===== src/rtl/add_serial_feeder_pkg.sv =====
// Shared definitions for the add_serial_feeder operand sequencer.
package add_serial_feeder_pkg;

  localparam int WIDTH_DEF      = 8;
  localparam int ADD_CYCLES_DEF = 9;

  typedef enum logic [2:0] {
    S_IDLE    = 3'd0,
    S_GOT_A   = 3'd1,
    S_LAUNCH  = 3'd2,
    S_WAIT    = 3'd3,
    S_CAPTURE = 3'd4
  } state_e;

  // Wait counter must hold ADD_CYCLES-1 without overflow.
  function automatic int cnt_width(input int cycles);
    return $clog2(cycles + 1);
  endfunction

endpackage


===== src/rtl/add_serial_feeder_obuf.sv =====
// Single-entry valid/ready result buffer; a load on the pop edge refills it.
module add_serial_feeder_obuf
  import add_serial_feeder_pkg::*;
#(
  parameter int WIDTH = WIDTH_DEF
) (
  input  logic             clk,
  input  logic             rst,
  input  logic             load_i,
  input  logic [WIDTH-1:0] data_i,
  input  logic             pop_i,
  output logic             valid_o,
  output logic [WIDTH-1:0] data_o
);

  logic             valid_q, valid_d;
  logic [WIDTH-1:0] data_q, data_d;

  // Next-state: load wins over pop so a same-edge capture keeps valid set.
  always_comb begin
    valid_d = valid_q;
    data_d  = data_q;
    if (load_i) begin
      valid_d = 1'b1;
      data_d  = data_i;
    end else if (valid_q && pop_i) begin
      valid_d = 1'b0;
    end else begin
      valid_d = valid_q;
    end
  end

  // Buffer registers.
  always_ff @(posedge clk or posedge rst) begin
    if (rst) begin
      valid_q <= 1'b0;
      data_q  <= '0;
    end else begin
      valid_q <= valid_d;
      data_q  <= data_d;
    end
  end

  assign valid_o = valid_q;
  assign data_o  = data_q;

endmodule


===== src/rtl/add_serial_feeder.sv =====
// Pairs incoming bytes into operands, launches the bit-serial adder, waits
// a fixed number of cycles and hands the sum to a one-entry result buffer.
module add_serial_feeder
  import add_serial_feeder_pkg::*;
#(
  parameter int WIDTH      = WIDTH_DEF,
  parameter int ADD_CYCLES = ADD_CYCLES_DEF
) (
  input  logic             clk,
  input  logic             rst,
  input  logic             in_valid,
  output logic             in_ready,
  input  logic [WIDTH-1:0] in_data,
  output logic [WIDTH-1:0] add_a,
  output logic [WIDTH-1:0] add_b,
  output logic             add_en,
  input  logic [WIDTH-1:0] add_sum,
  output logic             res_valid,
  input  logic             res_ready,
  output logic [WIDTH-1:0] res_data,
  output logic             busy
);

  localparam int CW = cnt_width(ADD_CYCLES);

  state_e           state_q;
  logic [WIDTH-1:0] add_a_q, add_b_q;
  logic             add_en_q;
  logic [CW-1:0]    cnt_q;
  logic             xfer_s, cap_s, res_valid_s;

  assign in_ready = (state_q == S_IDLE) || (state_q == S_GOT_A);
  assign xfer_s   = in_valid && in_ready;
  assign cap_s    = (state_q == S_CAPTURE) && (!res_valid_s || res_ready);

  // Sequencer FSM; add_en is set on entry to LAUNCH so it is a clean flop output.
  always_ff @(posedge clk or posedge rst) begin
    if (rst) begin
      state_q  <= S_IDLE;
      add_a_q  <= '0;
      add_b_q  <= '0;
      add_en_q <= 1'b0;
      cnt_q    <= '0;
    end else begin
      add_en_q <= 1'b0;
      case (state_q)
        S_IDLE: begin
          if (xfer_s) begin
            add_a_q <= in_data;
            state_q <= S_GOT_A;
          end
        end
        S_GOT_A: begin
          if (xfer_s) begin
            add_b_q  <= in_data;
            add_en_q <= 1'b1;
            state_q  <= S_LAUNCH;
          end
        end
        S_LAUNCH: begin
          cnt_q   <= CW'(ADD_CYCLES - 1);
          state_q <= S_WAIT;
        end
        S_WAIT: begin
          if (cnt_q == '0) begin
            state_q <= S_CAPTURE;
          end else begin
            cnt_q <= cnt_q - CW'(1);
          end
        end
        S_CAPTURE: begin
          if (cap_s) begin
            state_q <= S_IDLE;
          end
        end
        default: begin
          state_q <= S_IDLE;
        end
      endcase
    end
  end

  add_serial_feeder_obuf #(
    .WIDTH (WIDTH)
  ) u_obuf (
    .clk     (clk),
    .rst     (rst),
    .load_i  (cap_s),
    .data_i  (add_sum),
    .pop_i   (res_ready),
    .valid_o (res_valid_s),
    .data_o  (res_data)
  );

  assign res_valid = res_valid_s;
  assign add_a     = add_a_q;
  assign add_b     = add_b_q;
  assign add_en    = add_en_q;
  assign busy      = (state_q != S_IDLE);

endmodule


===== config.mk =====
export PLATFORM = sky130hd
export DESIGN_NAME = add_serial_feeder
export DESIGN_NICKNAME = d
export VERILOG_FILES = /design/src/rtl/add_serial_feeder_pkg.sv /design/src/rtl/add_serial_feeder_obuf.sv /design/src/rtl/add_serial_feeder.sv
export SDC_FILE = /design/constraint.sdc
export NUM_CORES = 1
export LEC_CHECK = 0
export ABC_AREA = 1
export BUFFER_PORTS_ARGS = -buffer_cell sky130_fd_sc_hd__buf_2
export CORE_MARGIN = 8
export CORE_UTILIZATION = 33
export CTS_CLUSTER_DIAMETER = 200
export DETAILED_ROUTE_END_ITERATION = 8
export PLACE_DENSITY = 0.52
export SYNTH_ARGS = -nofsm -noshare
export SYNTH_HDL_FRONTEND = slang
export SYNTH_SLANG_ARGS = --single-unit

===== constraint.sdc =====
create_clock -name clk -period 1.6 [get_ports clk]
set_input_delay 0.16 -clock clk [delete_from_list [all_inputs] [get_ports clk]]
set_output_delay 0.16 -clock clk [all_outputs]
set_load 0.01 [all_outputs]

==> flow_summary.json, run 1 <==
{
  "status": "finished clean",
  "skew_ns": 0.001419,
  "max-cap-violations": 0,
  "synth_area_leaders": "dfrtp_1 59%, nand2_1 11%, inv_1 7.0%, o21ai_1 6.8%, nand3_1 3.2%",
  "ys_warn_count": 0,
  "top_level_ports": 48,
  "synth_area_um2": 1401,
  "slew_headroom": 0.7234,
  "start_util": 0.3454,
  "setup_tns_ns": 0,
  "ys_types": 18,
  "grt_usage": 0.1040,
  "setup-violations-final": 0,
  "cts_root_buf": "clkbuf_8",
  "start_kind": "flip-flop",
  "worst_pin_slew_ns": 0.4150,
  "hold_viol": 0,
  "antennaDiodeCount": 0,
  "drt-total-wl_mm": 3.206,
  "r2r_slack_ns": 0.29,
  "dieArea_um2": 6588,
  "postCtsResizedCells": 0,
  "dpl.hpwl_mm": 2.446,
  "fin_crit_sh": 0.8899,
  "finalNetCount": 230,
  "fin_total_pwr_mw": 3.557,
  "clock-sinks": 33,
  "die_y_um": 81.17,
  "grt-ovfl-total": 0,
  "placed_area_um2": 1685,
  "vias": 1194,
  "grt_pass1_vias": 1219,
  "gp_congestion": 0.7627,
  "slew_violations": 0,
  "core_um2": 4058,
  "synth_top_family_by_area": "simple AND/OR/NAND/NOR gates",
  "hold_class": "in -> reg",
  "dp_cells": 250,
  "fin_crit_ns": 1.424,
  "drc": 0,
  "syn_to_final_growth_pct": 27.14,
  "worstSkewPairLatency_ns": 0.28,
  "grt_max_degree": 34,
  "cellPowerDensity_nw_per_um2": 1996,
  "synth.top_cell.area_share": 0.5893,
  "clock_path_buffers": 2,
  "dieWidth_um": 81.17,
  "synthCells": 155,
  "synth_nets": 177,
  "rsz0062_at_grt": "false",
  "dr.pass1.iters": 4,
  "required_ns": 1.44,
  "antenna_left": 0,
  "drt_iter0_drc": 45,
  "rows": 23,
  "ys_seq_area_frac": 0.5893,
  "synth-compound-area-share": 0.09732,
  "clk_pin_slew_ns": 0.06,
  "avgSynthCellArea_um2": 9.041,
  "synth_xor_area_frac": 0.006250,
  "ys_ff_latch": 33,
  "port_buffers": 47,
  "wl_per_cell_um": 12.43,
  "fmax_mhz": 702.3,
  "power.leakage_nw": 1.028,
  "cts_max_level": 2,
  "critPathCaptureType": "output pin",
  "cts_tree": "yes",
  "vias_per_cell": 4.628,
  "vdd_drop_max_v": 0.0008967,
  "synthMuxAreaShare": 0,
  "cts_buffers": 5,
  "critical_path.max_fanout": 5,
  "synthSimpleGateAreaFrac": 0.2018,
  "final_cells": 258,
  "worstPathArrival_ns": 1.26,
  "layout-drive-gt1-share": 0.2933,
  "synthAdderAreaFrac": 0.01786,
  "antenna_found_initial": 0,
  "synth_top_cell_by_area": "dfrtp_1",
  "grt_pass1_wl_mm": 5.299,
  "path_class": "reg -> out",
  "stdcell_area_um2": 1782
}
[layer usage]
metal / track usage / wire length [µm] / up-vias
li1: - / - / 586
met1: 0.1090 / 1335 / 557
met3: 0.04525 / 239 / 9
met4: 0.05893 / 70 / 0
met2: 0.1716 / 1561 / 42
met5: 0 / 0 / -
[report_power, final]
group          leakage (nW)  switching (mW)  internal, mW
logic                 0.574           0.889         0.576
registers             0.410           0.240          1.22
clock network        0.0443           0.290         0.341
[cells in the final DEF, fill, tap and decap left out]
master	n
buf_2	47
buf_4	1
clkbuf_1	1
clkbuf_8	6
dfrtp_1	33
dlygate4sd3_1	1
ha_1	2
inv_1	26
inv_2	1
nand2_1	42
nand2_4	1
nand3_1	9
nand3_2	2
nand4_2	1
nor2_1	5
nor2_2	1
nor2_4	1
o21ai_0	7
o21ai_1	19
o22ai_1	1
xor2_1	1
[area by class of cell]
class / instances / area (µm²)
inverter: 27 / 101.3
multi-input combinational: 92 / 452.9
tap: 50 / 62.56
fill: 418 / 2276
timing repair buffer: 49 / 252.7
sequential: 33 / 825.8
clock buffer: 7 / 86.33
[path summary, 6_finish.rpt]
check,cells past startpoint,endpoint,start
worst max-delay path,4,in_ready,state_q[2]$_DFFE_PP0P_
worst min-delay path,3,u_obuf.data_o[4]$_DFFE_PP0P_,add_sum[4]
worst max register to register,4,add_b[5]$_DFFE_PP0P_,state_q[2]$_DFFE_PP0P_
worst min register to register,2,add_a[3]$_DFFE_PP0P_,add_a[3]$_DFFE_PP0P_
max in group asynchronous,4,add_en$_DFF_PP0_,rst
min in group asynchronous,4,add_b[5]$_DFFE_PP0P_,rst
[cell usage after synthesis]
cell type / instances
buf_2: 2
buf_6: 1
dfrtp_1: 33
ha_1: 2
inv_1: 26
inv_2: 1
nand2_1: 42
nand2_4: 1
nand3_1: 9
nand3_2: 2
nand4_2: 1
nor2_1: 5
nor2_2: 1
nor2_4: 1
o21ai_0: 7
o21ai_1: 19
o22ai_1: 1
xor2_1: 1
[through the flow]
stage               worst slack [ns]  hold WS, ns    util
finish                        0.1762       0.1061  0.4391
detailed placement            0.2886       0.2771  0.4154
global route                 0.07485       0.1103  0.4391
CTS                           0.1770      0.09722  0.4391
global placement              0.3620       0.2693  0.4154
floorplan                     0.3892       0.2889       -
[cells by family after synthesis]
group                    after synthesis
AND/OR/NAND/NOR                       62
XOR/XNOR                               1
AO/OA/AOI/OAI                         27
buffers and inverters                 30
flip-flops                            33
adder cells (fa/ha/maj)                2
[timing repair]
| item | CTS | global route |
|---|---|---|
| endpoints found under the hold margin | 33 | 0 |
| endpoints found under the setup margin | 0 | 0 |
| buffers inserted | 0 | 0 |
| hold buffers | 1 | 0 |
[sequential cells by signal (all words and copies together), names as in the netlist]
signal	flops
state_q	3
add_a	8
u_obuf.data_o	8
cnt_q	4
add_b	8
u_obuf.valid_o	1
add_en	1
[critical path: stages (launching register included)]
cell,delay (ns)
dfrtp_1,0.46
nor2_1,0.20
nand2_1,0.10
nand2_1,0.09
buf_2,0.14
No activity file was read; power rests on OpenSTA's default activity.
==> inputs of run 2 (changes only) <==
Settings changed: CORE_MARGIN 8 to default, CORE_UTILIZATION 33 to 45, MAX_ROUTING_LAYER from default to met4, PLACE_DENSITY 0.52 to 0.69.
==> flow_summary.json, run 2 (synthesis gave the netlist of run 1 again) <==
{
  "status": "finished clean",
  "wl_per_cell_um": 11.33,
  "dieArea_um2": 3341,
  "pre_cts_slack_ns": 0.2690,
  "worst_pin_slew_ns": 0.4148,
  "grt-ovfl-total": 0,
  "ff2ff_path_depth": 3,
  "dr.pass1.iters": 4,
  "vias": 1128,
  "rsz0062_at_grt": "false",
  "power.leakage_nw": 1.015,
  "start_kind": "flip-flop",
  "dieWidth_um": 57.81,
  "clk_pin_slew_ns": 0.10,
  "clock_path_buffers": 2,
  "rows": 19,
  "cts_tree": "yes",
  "r2r-start": "state_q[2]$_DFFE_PP0P_",
  "grt_usage": 0.1921,
  "drc": 0,
  "crit_chain": "nor2_1, nand2_1, nand2_1, buf_2",
  "setup_tns_ns": 0,
  "layout-drive-gt1-share": 0.2967,
  "critPathCaptureType": "output pin",
  "antenna_found_initial": 0,
  "top_level_ports": 48,
  "hold_viol": 0,
  "die_y_um": 57.81,
  "r2r_end": "add_b[7]$_DFFE_PP0P_",
  "n_fill_cell": 272,
  "post_cts_buffers": 0,
  "grt_pass1_vias": 1042,
  "setup_ws_ns": 0.08155,
  "grt_pass1_wl_mm": 4.609,
  "critical_path.max_fanout": 6,
  "dpl.hpwl_mm": 2.011,
  "fin_crit_ns": 1.518,
  "setup-violations-final": 0,
  "gp_congestion": 0.7345,
  "slew_violations": 0,
  "critPathSlowestCell": "dfrtp_1",
  "critPathLaunch": "state_q[0]$_DFFE_PP0P_",
  "finalNetCount": 230,
  "stdcell_area_um2": 1723,
  "slowest_delay_ns": 0.46,
  "port_buffers": 47,
  "path_class": "reg -> out",
  "required_ns": 1.44,
  "cts_max_level": 2,
  "vias_per_cell": 4.700,
  "final_common_cell": "buf_2",
  "crit_top_cell": "nand2_1",
  "cts_buffers": 5,
  "postCtsResizedCells": 0,
  "cts_root_buf": "clkbuf_4",
  "cp-endpoint": "in_ready",
  "skew_ns": 0.01063,
  "final_cell_mix": "47 x buf_2, 42 x nand2_1, 33 x dfrtp_1, 26 x inv_1, 19 x o21ai_1",
  "cellPowerDensity_nw_per_um2": 1940,
  "multi_input_area_um2": 452.9,
  "r2r_slack_ns": 0.26,
  "worstSkewPairLatency_ns": 0.33,
  "drt_iter0_drc": 30,
  "syn_to_final_growth_pct": 22.95,
  "fmax_mhz": 658.6,
  "slew_headroom": 0.7228,
  "fin_crit_sh": 0.9490,
  "placed_area_um2": 1662,
  "start_util": 0.4912,
  "max-cap-violations": 0,
  "clock-sinks": 33,
  "core_um2": 2853,
  "regArea_um2": 825.8,
  "antenna_left": 0,
  "worstPathArrival_ns": 1.36,
  "grt_max_degree": 34,
  "hold_class": "in -> reg",
  "drt-total-wl_mm": 2.718,
  "fin_hold_ws_ns": 0.05591,
  "antennaDiodeCount": 0,
  "fin_total_pwr_mw": 3.343,
  "vdd_drop_max_v": 0.0008983
}
[run 2: cell types whose count changed in the layout (fill, tap and decap cells not counted), sizes merged]
cell / previous run / this run
clkinv: 0 / 2
clkbuf: 7 / 6
[run 2: repair_timing]
action	CTS	global route
endpoints found under the hold margin	33	0
setup endpoints to repair	0	0
hold buffers	1	0
[run 2: routing by layer]
layer / part of all wire / GRT usage / vias to the layer above
met5: 0 / - / -
met3: 0.054 / 0.06250 / 6
li1: - / - / 590
met4: 0.015 / 0.07143 / 0
met2: 0.47 / 0.2874 / 29
met1: 0.46 / 0.2445 / 503
[run 2: worst min path at each step]
stage	startpoint	cells past startpoint	slack [ns]	to
6_report	add_sum[0]	3	0.06	u_obuf.data_o[0]$_DFFE_PP0P_
5_1_grt	add_sum[3]	3	0.05	u_obuf.data_o[3]$_DFFE_PP0P_
4_1_cts	add_sum[0]	3	0.04	u_obuf.data_o[0]$_DFFE_PP0P_
3_5_place_dp	rst	3	0.27	u_obuf.data_o[4]$_DFFE_PP0P_
3_3_place_gp	rst	3	0.26	u_obuf.data_o[1]$_DFFE_PP0P_
2_1_floorplan	rst	1	0.29	add_a[0]$_DFFE_PP0P_
[run 2: power by group]
part / switching [mW] / leakage (nW) / total [mW] / internal, mW
sequential: 0.243 / 0.410 / 1.46 / 1.22
clock: 0.268 / 0.0320 / 0.435 / 0.167
combinational: 0.869 / 0.574 / 1.45 / 0.576
[run 2: final cells by class]
class / instances / area share
Sequential cell: 33 / 0.4793
Multi-Input combinational cell: 92 / 0.2629
Timing Repair Buffer: 49 / 0.1467
Inverter: 27 / 0.05882
Clock buffer: 6 / 0.02397
Tap cell: 31 / 0.02251
Clock inverter: 2 / 0.005810
[run 2: worst max-delay path: cells and delay by family (launching register included)]
family | cells | cell delay, ns
buffers and inverters | 1 | 0.13
DFF | 1 | 0.46
and+or+nand+nor | 3 | 0.43
[run 2: stage by stage]
| step | utilization | std cells |
|---|---|---|
| after floorplan | - | 155 |
| after global placement | 0.5825 | 231 |
| after detailed placement | 0.5825 | 231 |
| after CTS | 0.6039 | 240 |
| after global routing | 0.6039 | 240 |
| final | 0.6039 | 240 |
